<file path="src/rtl/c13_mult_pkg.sv">
// c13_mult_pkg
//   Shared definitions for the 8x8 sequential multiplier built around the
//   4x4 array-multiplier core.
//   Contents:
//     state_t      FSM state encoding (IDLE, MUL, DONE)
//     CORE_W       operand width of the combinational core
//     OP_W/PROD_W  operand and product widths of the sequencer
//     step_shift   step index -> left shift applied to that step's partial product
//     pick_nibble  selects the low or high nibble of an operand
package c13_mult_pkg;

  typedef enum logic [1:0] {
    IDLE = 2'd0,
    MUL  = 2'd1,
    DONE = 2'd2
  } state_t;

  localparam int CORE_W = 4;
  localparam int OP_W   = 2 * CORE_W;
  localparam int PROD_W = 2 * OP_W;
  localparam int STEP_W = 2;

  localparam logic [STEP_W-1:0] STEP_LAST = 2'd3;

  // Shift per step: lo*lo, hi*lo, lo*hi, hi*hi
  localparam logic [3:0] SHIFT_STEP0 = 4'd0;
  localparam logic [3:0] SHIFT_STEP1 = 4'd4;
  localparam logic [3:0] SHIFT_STEP2 = 4'd4;
  localparam logic [3:0] SHIFT_STEP3 = 4'd8;

  function automatic logic [3:0] step_shift(input logic [STEP_W-1:0] step);
    logic [3:0] sh;
    case (step)
      2'd0:    sh = SHIFT_STEP0;
      2'd1:    sh = SHIFT_STEP1;
      2'd2:    sh = SHIFT_STEP2;
      default: sh = SHIFT_STEP3;
    endcase
    return sh;
  endfunction

  function automatic logic [CORE_W-1:0] pick_nibble(input logic [OP_W-1:0] v,
                                                    input logic hi);
    return hi ? v[OP_W-1:CORE_W] : v[CORE_W-1:0];
  endfunction

endpackage

</file>
<file path="src/rtl/c13_array_mult4x4.sv">
// c13_array_mult4x4
//   Purely combinational 4x4 unsigned array multiplier. Partial products are
//   formed with AND gates, then each row is folded into the running sum by a
//   ripple chain of full adders (classic carry-propagate array).
//   Ports:
//     x  in  CORE_W    multiplicand nibble
//     y  in  CORE_W    multiplier nibble
//     p  out 2*CORE_W  x*y
module c13_array_mult4x4
  import c13_mult_pkg::*;
(
  input  logic [CORE_W-1:0]   x,
  input  logic [CORE_W-1:0]   y,
  output logic [2*CORE_W-1:0] p
);

  // pp_row[i][j] = x[j] & y[i]
  logic [CORE_W-1:0] pp_row [CORE_W];

  genvar gi;
  generate
    for (gi = 0; gi < CORE_W; gi++) begin : g_pp
      assign pp_row[gi] = x & {CORE_W{y[gi]}};
    end
  endgenerate

  // Row i is added to the running sum shifted down by one bit; the bit that
  // falls out the bottom is final product bit i.
  always_comb begin
    logic [CORE_W:0]   row_sum;
    logic [CORE_W-1:0] next_sum;
    logic              carry;
    logic              s_bit;
    logic              in_a;
    logic              in_b;

    p        = '0;
    row_sum  = {1'b0, pp_row[0]};
    next_sum = '0;
    carry    = 1'b0;
    s_bit    = 1'b0;
    in_a     = 1'b0;
    in_b     = 1'b0;
    p[0]     = row_sum[0];

    for (int i = 1; i < CORE_W; i++) begin
      carry = 1'b0;
      for (int j = 0; j < CORE_W; j++) begin
        in_a        = pp_row[i][j];
        in_b        = row_sum[j+1];
        s_bit       = in_a ^ in_b ^ carry;
        carry       = (in_a & in_b) | (carry & (in_a ^ in_b));
        next_sum[j] = s_bit;
      end
      row_sum = {carry, next_sum};
      p[i]    = row_sum[0];
    end

    p[2*CORE_W-1:CORE_W] = row_sum[CORE_W:1];
  end

endmodule

</file>
<file path="src/rtl/c13_mult8_seq_ctrl.sv">
// c13_mult8_seq_ctrl
//   8x8 unsigned multiplier that time-shares one 4x4 array core over four
//   cycles. Each step multiplies one nibble pair, shifts the 8-bit partial
//   product and adds it into a 16-bit accumulator.
//   Ports:
//     clk        in   1      clock, rising edge
//     rst        in   1      synchronous active-high reset
//     in_valid   in   1      operand pair presented
//     in_ready   out  1      high only in IDLE
//     a, b       in   8      unsigned operands
//     out_valid  out  1      product valid, held until out_ready
//     out_ready  in   1      consumer takes product
//     product    out  16     a*b (0 when not in DONE)
//     busy       out  1      high in MUL or DONE
//     op_count   out  CNT_W  delivered products since reset, wraps
module c13_mult8_seq_ctrl
  import c13_mult_pkg::*;
#(
  parameter int CNT_W = 8
) (
  input  logic              clk,
  input  logic              rst,
  input  logic              in_valid,
  output logic              in_ready,
  input  logic [OP_W-1:0]   a,
  input  logic [OP_W-1:0]   b,
  output logic              out_valid,
  input  logic              out_ready,
  output logic [PROD_W-1:0] product,
  output logic              busy,
  output logic [CNT_W-1:0]  op_count
);

  state_t              state_reg, state_next;
  logic [STEP_W-1:0]   step_reg, step_next;
  logic [PROD_W-1:0]   acc_reg, acc_next;
  logic [OP_W-1:0]     a_q_reg, a_q_next;
  logic [OP_W-1:0]     b_q_reg, b_q_next;
  logic [CNT_W-1:0]    op_count_reg, op_count_next;

  logic [CORE_W-1:0]   a_nib;
  logic [CORE_W-1:0]   b_nib;
  logic [2*CORE_W-1:0] pp;
  logic [PROD_W-1:0]   pp_shifted;

  // step[0] selects the high nibble of a, step[1] the high nibble of b,
  // which walks lo*lo, hi*lo, lo*hi, hi*hi.
  assign a_nib = pick_nibble(a_q_reg, step_reg[0]);
  assign b_nib = pick_nibble(b_q_reg, step_reg[1]);

  c13_array_mult4x4 u_core (
    .x (a_nib),
    .y (b_nib),
    .p (pp)
  );

  // Zero-extend before shifting so the high-nibble products keep their bits.
  assign pp_shifted = PROD_W'(pp) << step_shift(step_reg);

  always_ff @(posedge clk) begin
    if (rst) begin
      state_reg    <= IDLE;
      step_reg     <= '0;
      acc_reg      <= '0;
      a_q_reg      <= '0;
      b_q_reg      <= '0;
      op_count_reg <= '0;
    end else begin
      state_reg    <= state_next;
      step_reg     <= step_next;
      acc_reg      <= acc_next;
      a_q_reg      <= a_q_next;
      b_q_reg      <= b_q_next;
      op_count_reg <= op_count_next;
    end
  end

  always_comb begin
    state_next    = state_reg;
    step_next     = step_reg;
    acc_next      = acc_reg;
    a_q_next      = a_q_reg;
    b_q_next      = b_q_reg;
    op_count_next = op_count_reg;

    case (state_reg)
      IDLE: begin
        if (in_valid) begin
          a_q_next   = a;
          b_q_next   = b;
          acc_next   = '0;
          step_next  = '0;
          state_next = MUL;
        end
      end
      MUL: begin
        acc_next  = acc_reg + pp_shifted;
        step_next = step_reg + 2'd1;
        if (step_reg == STEP_LAST) begin
          state_next = DONE;
        end
      end
      DONE: begin
        if (out_ready) begin
          op_count_next = op_count_reg + CNT_W'(1);
          state_next    = IDLE;
        end
      end
      default: begin
        state_next = IDLE;
      end
    endcase
  end

  assign in_ready  = (state_reg == IDLE);
  assign out_valid = (state_reg == DONE);
  assign busy      = (state_reg == MUL) || (state_reg == DONE);
  assign product   = (state_reg == DONE) ? acc_reg : '0;
  assign op_count  = op_count_reg;

endmodule

</file>
<file path="config.mk">
export PLATFORM = sky130hd
export DESIGN_NAME = c13_mult8_seq_ctrl
export DESIGN_NICKNAME = d
export VERILOG_FILES = /design/src/rtl/c13_mult_pkg.sv /design/src/rtl/c13_array_mult4x4.sv /design/src/rtl/c13_mult8_seq_ctrl.sv
export SDC_FILE = /design/constraint.sdc
export NUM_CORES = 1
export LEC_CHECK = 0
export ABC_CLOCK_PERIOD_IN_PS = 14200
export CORE_MARGIN = 5
export CORE_UTILIZATION = 53
export CTS_CLUSTER_SIZE = 16
export DETAILED_ROUTE_END_ITERATION = 7
export HOLD_SLACK_MARGIN = 0.1
export PLACE_DENSITY = 0.79
export SYNTH_ARGS = -nofsm -noshare
export SYNTH_HDL_FRONTEND = slang
export SYNTH_SLANG_ARGS = --single-unit
</file>
<file path="constraint.sdc">
create_clock -name clk -period 14.2 [get_ports clk]
set_input_delay 2.84 -clock clk [delete_from_list [all_inputs] [get_ports clk]]
set_output_delay 2.84 -clock clk [all_outputs]
set_load 0.01 [all_outputs]
</file>
==> impl_summary.txt <==
----------------------------------------------------
[Critical path]
  Worst path required time ... between 10 and 15 ns
  Data arrival, critical path ... ~6.2 ns
  Worst reg2reg setup slack ... around 8.2 ns
  Origin of the critical flop-to-flop path ... step_reg[1]
  Max incr delay on CP ... approximately 0.55 ns
  Worst setup path class ... register to register
  Critical-path cell list ... mux2i_1 > nor2_1 > ha_1 > fa_1 > inv_1 > fa_1 > inv_1 > fa_1 > fa_1 > inv_1 > fa_1 > fa_1 > fa_1 > o21ai_0 > ha_1 > a21oi_1 > o21ai_0 > a221oi_1 > a21oi_1 > o31ai_1
  Crit path capture type ... register
  Reg2Reg Depth ... 20
  Most frequent CP cell ... sky130_fd_sc_hd__fa_1
  Slowest stage cell, crit path ... sky130_fd_sc_hd__dfxtp_1
  Reg-to-Reg End ... acc_reg[13]
  Peak fanout along the critical path ... 8
  CP startpoint kind ... register

[Placement]
  Quantity of I/O buffers inserted on ports ... between 40 and 50
  Worst slack at placement ... around 8.2 ns
  Final HPWL DP ... 5650 um
  Routability congestion estimate ... a little under 1
  Cell Area, Placed ... 0.00360 mm^2

[Layout]
  Most common cell after layout, fill and taps aside ... sky130_fd_sc_hd__nand2_1
  Synth-to-Final Area Change ... 20.0%
  Flip-flop count of the largest register, all copies and words added ... 16
  Final cell utilization of the core ... 0.663
  Diodes inserted ... 0
  Share of cells above drive strength 1 ... 0.0425
  Commonest cells after routing, fill and taps aside ... 57 x sky130_fd_sc_hd__nand2_1, 46 x sky130_fd_sc_hd__clkdlybuf4s50_1, 44 x sky130_fd_sc_hd__dfxtp_1, 39 x sky130_fd_sc_hd__nor2_1, 29 x sky130_fd_sc_hd__a21oi_1
  Area of all placed cells without fillers ... 0.00372 mm^2
  Number of nets in the final layout ... ~480

[Power]
  Maximum VDD drop ... approximately 87 uV
  Total power divided by cell area ... 104 mW/mm^2
  Standby leakage power ... approximately 0.0015 uW

[Floorplan]
  Total die area ... between 0.007 and 0.008 mm^2
  Io pins ... 47
  Width of the die ... between 80 and 90 um
  Row count ... 27
  Initial cell density of the core ... 0.553
  Vertical extent of the die ... just under 90 um
  Placeable core area ... roughly 0.0056 mm^2

[Global routing]
  Via count of the first global-routing pass ... approximately 2900
  Total routing resource utilization after global routing ... 0.205
  GRT overflow ... 0
  Number of antenna violations at the first check in global routing ... 0
  Largest net degree at the start of global routing ... 39
  Global-route wire length before repair ... about 12000 um

[Outcome]
  Outcome ... finished, final reports clean

[CTS]
  H-Tree Depth ... 2
  Clock transition at path regs ... roughly 0.09 ns
  Root Buffer ... sky130_fd_sc_hd__clkbuf_8
  Number of clock buffers inserted by TritonCTS ... 5
  CTS sink count ... 44
  CTS max path bufs ... 2
  Resized cells post-CTS ... 0
  TritonCTS clock tree ... built
  Cts-stage hold buffer count ... 0
  Clock insertion delay at the later pin of the skew report ... between 0.3 and 0.4 ns
  Post-CTS setup buffer count ... 0

[STA]
  Clock skew ... approximately 0.0099 ns
  Slew headroom ... 0.532
  Achievable clock frequency ... 166 MHz
  Transition at the pin with the smallest max-transition slack ... about 0.7 ns
  Pins Over Slew Limit ... 0
  Total of endpoints with negative setup slack in the final report ... 0
  Final worst setup slack ... 8.17 ns
  Min cycle time layout ... 6.03 ns
  Total negative slack for setup checks ... 0 ns
  Final Hold Viols ... 0
  Fraction of the cycle the final worst path needs ... 0.425
  Setup repair after global routing missed its margin ... false

[Drt]
  Drt initial violations ... ~120
  Length of the first detailed-routing pass in iterations ... 5
  Antenna viol nets, final ... 0
  Per-cell via count in the routed design ... approximately 5.7
  Wire length after detailed routing ... approximately 7300 um
  Routed length per placed instance ... roughly 15 um
  Vias ... around 2800
  DRC ... 0

[Worst hold path]
  Worst min-delay path endpoint ... b_q_reg[4]
  Number of stages on the worst hold path ... 2
  Path type of the worst min-delay path ... register to register
  Hold wc startpoint ... b_q_reg[4]

[Logic synthesis]
  Async set or reset register ratio after synthesis ... 0
  Synth Warn # ... 0
  Number of synthesized flops with an enable pin ... 0
  Main flop type after synthesis ... sky130_fd_sc_hd__dfxtp_1
  Synthesized flop and latch total ... 44
  Syn Nets ... between 400 and 500
  Part of the Yosys area used for sequential elements ... 0.284
  Synthesized area ... between 0.003 and 0.004 mm^2
  Post-synthesis cell count ... between 300 and 400
  Library cells used by synthesis ... between 40 and 50
  Per-instance average area after synthesis ... about 8 um^2

[Flow run]
  Number of maximum-capacitance constraint violations ... 0

----------------------------------------------------
## per-layer routing
metal / vias to the layer above / routed length, um / track usage
met5: - / 0 / 0
met3: 34 / 334 / 0.0361
li1: 1408 / - / -
met4: 0 / 332 / 0.0949
met1: 1312 / 3100 / 0.237
met2: 94 / 3490 / 0.366
## final cells by class
cell class                      instances  area, um^2
Clock inverter                          2        38.8
Inverter                               15        56.3
Tap cell                               72        90.1
Sequential cell                        44         881
Timing Repair Buffer                   48         475
Fill cell                             522        1890
Multi-Input combinational cell        309        2100
Clock buffer                            6        82.6
## per-stage QoR
stage	hold slack (ns)	instances	total power [uW]
global route	0.485	496	409
detailed placement	0.448	488	284
finish	0.458	496	386
CTS	0.460	496	388
global placement	0.443	488	281
floorplan	0.433	386	245
## critical path: cells and delay by family, from the launching register on
| kind | cells | cell delay [ns] |
|---|---|---|
| compound gates | 6 | 1.42 |
| fa+ha+maj | 9 | 3.18 |
| buf+inv | 3 | 0.20 |
| flops | 1 | 0.55 |
| mux | 1 | 0.46 |
| simple gates | 1 | 0.11 |
## worst max-delay path by stage
stage | from | to | cells after the start | slack, ns
floorplan | step_reg[0] | acc_reg[14] | 21 | 8.58
global placement | step_reg[1] | acc_reg[13] | 20 | 8.38
detailed placement | step_reg[1] | acc_reg[13] | 20 | 8.20
CTS | step_reg[1] | acc_reg[13] | 20 | 8.20
global route | step_reg[1] | acc_reg[13] | 20 | 7.84
finish | step_reg[1] | acc_reg[13] | 20 | 8.17
## synth_stat cells (all sizes together), types with 4 or more instances
master	instances	share of area
a22oi	7	0.017
fa	9	0.058
and3	6	0.013
o21a	5	0.012
xnor2	6	0.017
a221oi	4	0.017
inv	15	0.018
mux2i	11	0.036
nand2	57	0.069
xor2	7	0.020
nor2	39	0.047
nor2b	5	0.010
a21o	6	0.015
o21ai	20	0.032
or3	6	0.013
a21oi	29	0.047
and2	22	0.044
clkbuf	18	0.022
nand2b	8	0.016
dfxtp	44	0.28
nand4	4	0.0081
ha	25	0.10
## power breakdown
part / switching (uW) / internal (uW)
sequential: 10.0 / 136
combinational: 80.8 / 55.2
clock: 46.7 / 57.6
total: 138 / 249
## cell families after synthesis
kind of cell	synth area share
buffers and inverters	0.0399
multiplexers	0.0428
flip-flops	0.284
AND/OR/NAND/NOR	0.249
AO/OA/AOI/OAI	0.188
XOR/XNOR	0.0367
adder cells (fa/ha/maj)	0.159
Power figures use the tool's default switching activity.
